$ cat src/rtl/uart_tx_scheduler.sv
`timescale 1ns/1ps
// uart_tx_scheduler
// Arbitrates the UART transmitter controls between the manual switch/button
// requester and the burst requester that drains the transmit buffer one byte
// at a time. Sequencing advances only on baud_tick; all outputs are registered.
//
// Ports
//   clk          system clock
//   rst_n        asynchronous active-low reset
//   baud_tick    one-clk enable at the baud rate
//   manual_load  manual requester: load request
//   manual_send  manual requester: send request
//   manual_data  manual requester: byte to load
//   burst_req    level; a burst starts on its rising edge (sampled on baud_tick)
//   burst_len    bytes in the burst, clamped to DEPTH; 0 is ignored
//   tx_load      to transmitter: load / discard head byte
//   tx_send      to transmitter: transmit head byte
//   tx_data      to transmitter: byte to load
//   busy         high whenever the scheduler is not idle
//   done         one-clk pulse when the last burst byte has been popped
//   bytes_sent   bytes completed in the current or last burst
module uart_tx_scheduler #(
  parameter int DEPTH       = 4,
  parameter int FRAME_TICKS = 13
) (
  input  logic       clk,
  input  logic       rst_n,
  input  logic       baud_tick,
  input  logic       manual_load,
  input  logic       manual_send,
  input  logic [7:0] manual_data,
  input  logic       burst_req,
  input  logic [2:0] burst_len,
  output logic       tx_load,
  output logic       tx_send,
  output logic [7:0] tx_data,
  output logic       busy,
  output logic       done,
  output logic [2:0] bytes_sent
);

  localparam int             TW        = (FRAME_TICKS > 1) ? $clog2(FRAME_TICKS) : 1;
  localparam logic [TW-1:0]  TICK_LAST = TW'(FRAME_TICKS - 1);
  localparam logic [2:0]     DEPTH_3   = 3'(DEPTH);

  typedef enum logic [1:0] {
    IDLE    = 2'd0,
    SEND    = 2'd1,
    ADVANCE = 2'd2,
    HOLD    = 2'd3
  } state_t;

  state_t          state, state_nxt;
  logic [TW-1:0]   tick_cnt, tick_cnt_nxt;
  logic [2:0]      byte_cnt, byte_cnt_nxt;
  logic [2:0]      len, len_nxt;
  logic [2:0]      len_clamped;
  logic            req_prev;
  logic            start;
  logic            load_nxt, send_nxt, done_nxt;
  logic [7:0]      data_nxt;

  // A zero-length request never leaves IDLE, so it is folded into start.
  always_comb begin
    len_clamped = (burst_len > DEPTH_3) ? DEPTH_3 : burst_len;
    start       = baud_tick && burst_req && !req_prev && (len_clamped != 3'd0);
  end

  always_comb begin
    state_nxt    = state;
    tick_cnt_nxt = tick_cnt;
    byte_cnt_nxt = byte_cnt;
    len_nxt      = len;
    done_nxt     = 1'b0;
    case (state)
      IDLE: begin
        if (start) begin
          state_nxt    = SEND;
          tick_cnt_nxt = '0;
          byte_cnt_nxt = 3'd0;
          len_nxt      = len_clamped;
        end
      end
      SEND: begin
        if (baud_tick) begin
          if (tick_cnt == TICK_LAST) begin
            state_nxt    = ADVANCE;
            tick_cnt_nxt = '0;
          end else begin
            tick_cnt_nxt = tick_cnt + 1'b1;
          end
        end
      end
      ADVANCE: begin
        if (baud_tick) begin
          byte_cnt_nxt = byte_cnt + 3'd1;
          tick_cnt_nxt = '0;
          if ((byte_cnt + 3'd1) < len) begin
            state_nxt = SEND;
          end else begin
            state_nxt = HOLD;
            done_nxt  = 1'b1;
          end
        end
      end
      HOLD: begin
        // Wait for burst_req to fall so a held request cannot re-trigger.
        if (baud_tick && !burst_req) state_nxt = IDLE;
      end
      default: state_nxt = IDLE;
    endcase
  end

  // Outputs are decoded from the next state so the registered values line up
  // with the state they describe; manual inputs only pass through in IDLE.
  always_comb begin
    load_nxt = 1'b0;
    send_nxt = 1'b0;
    data_nxt = 8'h00;
    case (state_nxt)
      IDLE: begin
        load_nxt = manual_load;
        send_nxt = manual_send;
        data_nxt = manual_data;
      end
      SEND:    send_nxt = 1'b1;
      ADVANCE: load_nxt = 1'b1;
      default: ;
    endcase
  end

  always_ff @(posedge clk or negedge rst_n) begin
    if (!rst_n) begin
      state    <= IDLE;
      tick_cnt <= '0;
      byte_cnt <= 3'd0;
      len      <= 3'd0;
      req_prev <= 1'b0;
    end else begin
      state    <= state_nxt;
      tick_cnt <= tick_cnt_nxt;
      byte_cnt <= byte_cnt_nxt;
      len      <= len_nxt;
      if (baud_tick) req_prev <= burst_req;
    end
  end

  always_ff @(posedge clk or negedge rst_n) begin
    if (!rst_n) begin
      tx_load <= 1'b0;
      tx_send <= 1'b0;
      tx_data <= 8'h00;
      busy    <= 1'b0;
      done    <= 1'b0;
    end else begin
      tx_load <= load_nxt;
      tx_send <= send_nxt;
      tx_data <= data_nxt;
      busy    <= (state_nxt != IDLE);
      done    <= done_nxt;
    end
  end

  assign bytes_sent = byte_cnt;

endmodule
$ cat config.mk
export PLATFORM = sky130hd
export DESIGN_NAME = uart_tx_scheduler
export DESIGN_NICKNAME = d
export VERILOG_FILES = /design/src/rtl/uart_tx_scheduler.sv
export SDC_FILE = /design/constraint.sdc
export NUM_CORES = 1
export LEC_CHECK = 0
export CAP_MARGIN = 10
export CORE_ASPECT_RATIO = 1.2
export CORE_UTILIZATION = 35
export CTS_BUF_LIST = sky130_fd_sc_hd__clkbuf_4
export DETAILED_ROUTE_END_ITERATION = 8
export DONT_BUFFER_PORTS = 1
export GPL_ROUTABILITY_DRIVEN = 0
export PLACE_DENSITY = 0.48
export SETUP_SLACK_MARGIN = 0.3
export SLEW_MARGIN = 20
export SYNTH_ARGS = -nofsm -noshare
export SYNTH_HDL_FRONTEND = slang
export SYNTH_SLANG_ARGS = --single-unit
$ cat constraint.sdc
create_clock -name clk -period 2.9 [get_ports clk]
set_clock_uncertainty 0.2 [all_clocks]
set_input_delay 0.58 -clock clk [delete_from_list [all_inputs] [get_ports clk]]
set_output_delay 0.58 -clock clk [all_outputs]
set_load 0.02 [all_outputs]
==> out/qor.yml <==
cp_top_family: "compound AO/OA/AOI/OAI gates"
cpPeakStageDelay_ps: 490
relSlewSlack_pct: 75.6
fin_setup_tns_ps: 0
cts_made_buffers: 3
die_h_um: 65.4
cp.buffers_inverters: 1
highest_layer: "met4"
dieArea_mm2: 0.00358
routed-wl-met2_um: 1050
gr-total-overflow: 0
root_buffer: "clkbuf_4"
synth_seq_cells: 25
worst_pin_slew_ps: 366
swShare_pct: 42.9
crit_path_end_kind: "flip-flop"
syn_nets: 136
synth-seq-area-share_pct: 53.4
max_freq_mhz: 419
grt_usage_pct: 13.6
final.min_clock_period_ps: 2390
drtIter0Drc: 16
cts_setup_buffers: 0
combPwrFrac_pct: 35.7
irDropWorstVdd_uv: 452
final_area_mm2: 0.00126
hold_viol_final: 0
period_share_pct: 82.3
synth_area_mm2: 0.00117
antenna_found_initial: 0
num_rows: 22
synth_compound_area_share_pct: 12.7
syn2layout_area_growth_pct: 7.91
die_w_um: 54.8
required_ps: 2940
pwr-share-clk_pct: 12.3
synth_cell_types: 36
power_mw: 1.33
p_seq_share_pct: 52.0
finish.utilization_pct: 40.6
async_flop_share_pct: 100
drv_cap: 0
insertion_delay_ps: 320
grt_max_degree: 26
cts_max_level: 1
io_buffers: 0
synth_top_family_by_area: "simple AND/OR/NAND/NOR gates"
dp_hpwl_um: 1590
io_pins: 32
crit_path_top_delay_cell: "dfrtp_2"
rsz0062_at_grt: "no"
critPathKind: "flip-flop to flip-flop"
synthCells: 114
critPathArrivalTime_ps: 2420
synth_edf_count: 0
synth-xor-area-share_pct: 0.748
wl_met1_um: 1010
hold_path.class: "input port to flip-flop"
cp_common_cell: "ha_1"
clockBufferDepth: 2
crit_path_max_fanout: 8
p_int_uw: 761
grt_pass1_wl_um: 3480
synth-adder-area-share_pct: 5.34
routed_wl_um: 2200
vias: 792
dr.pass1.iters: 4
synthFlopType: "dfrtp_1"
coreArea_mm2: 0.00311
cts_tree: "built"
avgSynthCellArea_um2: 10.3
start_util_pct: 37.7
muxShareOfSynthArea_pct: 0.855
crit_path_start_kind: "flip-flop"
powerDensity_mw_per_mm2: 1050
grt_pass1_vias: 776
remaining_drc_errors: 0
crit_path_cell_trace: "ha_1 -> xor2_1 -> ha_1 -> a21o_1 -> a31oi_1 -> o21ai_1 -> buf_4 -> o21ba_2"
wl_met3_um: 99
synthSimpleGateAreaFrac_pct: 19.0
drt-wirelength-per-cell_um: 14.4
path_clk_slew_ps: 150
status: "finished, final reports clean"
ys.warnings.count: 0
p_leak_nw: 0.612
fin_nets: 140
worst_slack_ps: 514
slew_violations: 0
pre_cts_ws_ps: 363
via_per_inst: 5.18
dpl-instance-area_mm2: 0.00120
cts_sinks: 25
diodes: 0
detail-route-antenna-nets: 0
setup_violations: 0
switching_power_uw: 571
drive_above_1_share_pct: 10.3
-- Yosys cell counts (2+ instances only) --
master	number	area, um^2
buf_2	2	10.0
clkbuf_1	2	7.51
dfrtp_1	25	626
ha_1	5	62.6
inv_1	17	63.8
nand2_1	6	22.5
nand3_1	5	25.0
nand3b_1	3	22.5
nand4_1	2	12.5
nor2b_1	4	25.0
nor3_1	8	40.0
o211ai_1	2	15.0
o21ai_0	9	45.0
or3_1	2	12.5
-- routing by layer --
metal / vias to the layer above / GRT usage (%)
li1: 394 / -
met1: 378 / 18.0
met2: 16 / 20.9
met3: 4 / 2.55
met4: 0 / 5.77
met5: - / 0
-- power by group through the flow --
stage	registers, mW	clock network, mW	logic (mW)
finish	0.693	0.163	0.476
global route	0.716	0.185	0.552
CTS	0.694	0.173	0.479
detailed placement	0.702	0	0.464
global placement	0.704	0	0.455
floorplan	0.673	0	0.392
-- cell type report --
| class | count | area (um^2) |
|---|---|---|
| fill | 314 | 1850 |
| clock buffer | 3 | 22.5 |
| tap | 36 | 45.0 |
| clock inverter | 1 | 7.51 |
| sequential | 25 | 627 |
| inverter | 17 | 63.8 |
| timing repair buffer | 4 | 45.0 |
| multi-input combinational | 67 | 453 |
-- cells by family (layout without fill, tap and decap cells) --
kind of cell    after synthesis  in the layout
compound gates               21             21
xor+xnor                      1              1
fa+ha+maj                     5              5
buf+inv                      22             25
flops                        25             25
mux                           1              1
simple gates                 39             39
-- worst register-to-register path, stage by stage, from the launching register on --
cell     delay (ps)
dfrtp_2         490
ha_1            240
xor2_1          170
ha_1            300
a21o_1          160
a31oi_1         180
o21ai_1         170
buf_4           200
o21ba_2         190
-- registers in the layout, indices dropped and copies added (netlist names) --
name	count
len	3
tx_send	1
tx_data	8
bytes_sent	3
req_prev	1
busy	1
tx_load	1
state	2
done	1
tick_cnt	4
-- layout by cell type, fill, tap and decap left out, types with 2 or more instances in the layout --
master / instances
o211ai_1: 2
or3_1: 2
o21ai_0: 8
inv_1: 17
nor2b_1: 4
nand3b_1: 3
clkbuf_4: 3
dfrtp_1: 24
nand2_1: 6
nand3_1: 5
nand4_1: 2
ha_1: 5
nor3_1: 8
buf_4: 2
-- worst paths after layout --
path | startpoint | slack, ps | depth (start not counted) | endpoint
min in group asynchronous | rst_n | 470 | 2 | done$_DFF_PN0_
min | baud_tick | 140 | 1 | req_prev$_DFFE_PN0P_
min reg2reg | len[1]$_DFFE_PN0P_ | 360 | 2 | len[1]$_DFFE_PN0P_
max in group asynchronous | rst_n | 1870 | 2 | bytes_sent[1]$_DFFE_PN0P_
max | bytes_sent[1]$_DFFE_PN0P_ | 510 | 8 | tx_load$_DFF_PN0_
max reg2reg | bytes_sent[1]$_DFFE_PN0P_ | 510 | 8 | tx_load$_DFF_PN0_
-- through the flow --
stage               cells  hold WS, ps
floorplan             114         84.4
global placement      147         85.0
detailed placement    147         84.9
CTS                   153          130
global route          153          125
finish                153          142
-- what timing repair did --
| action | in CTS | in global routing |
|---|---|---|
| setup endpoints to repair | 0 | 9 |
| hold buffers | 2 | 0 |
| hold endpoints to repair | 25 | 0 |
| resized for setup | 0 | 2 |
Note: power is estimated with default switching activity, not from simulation.
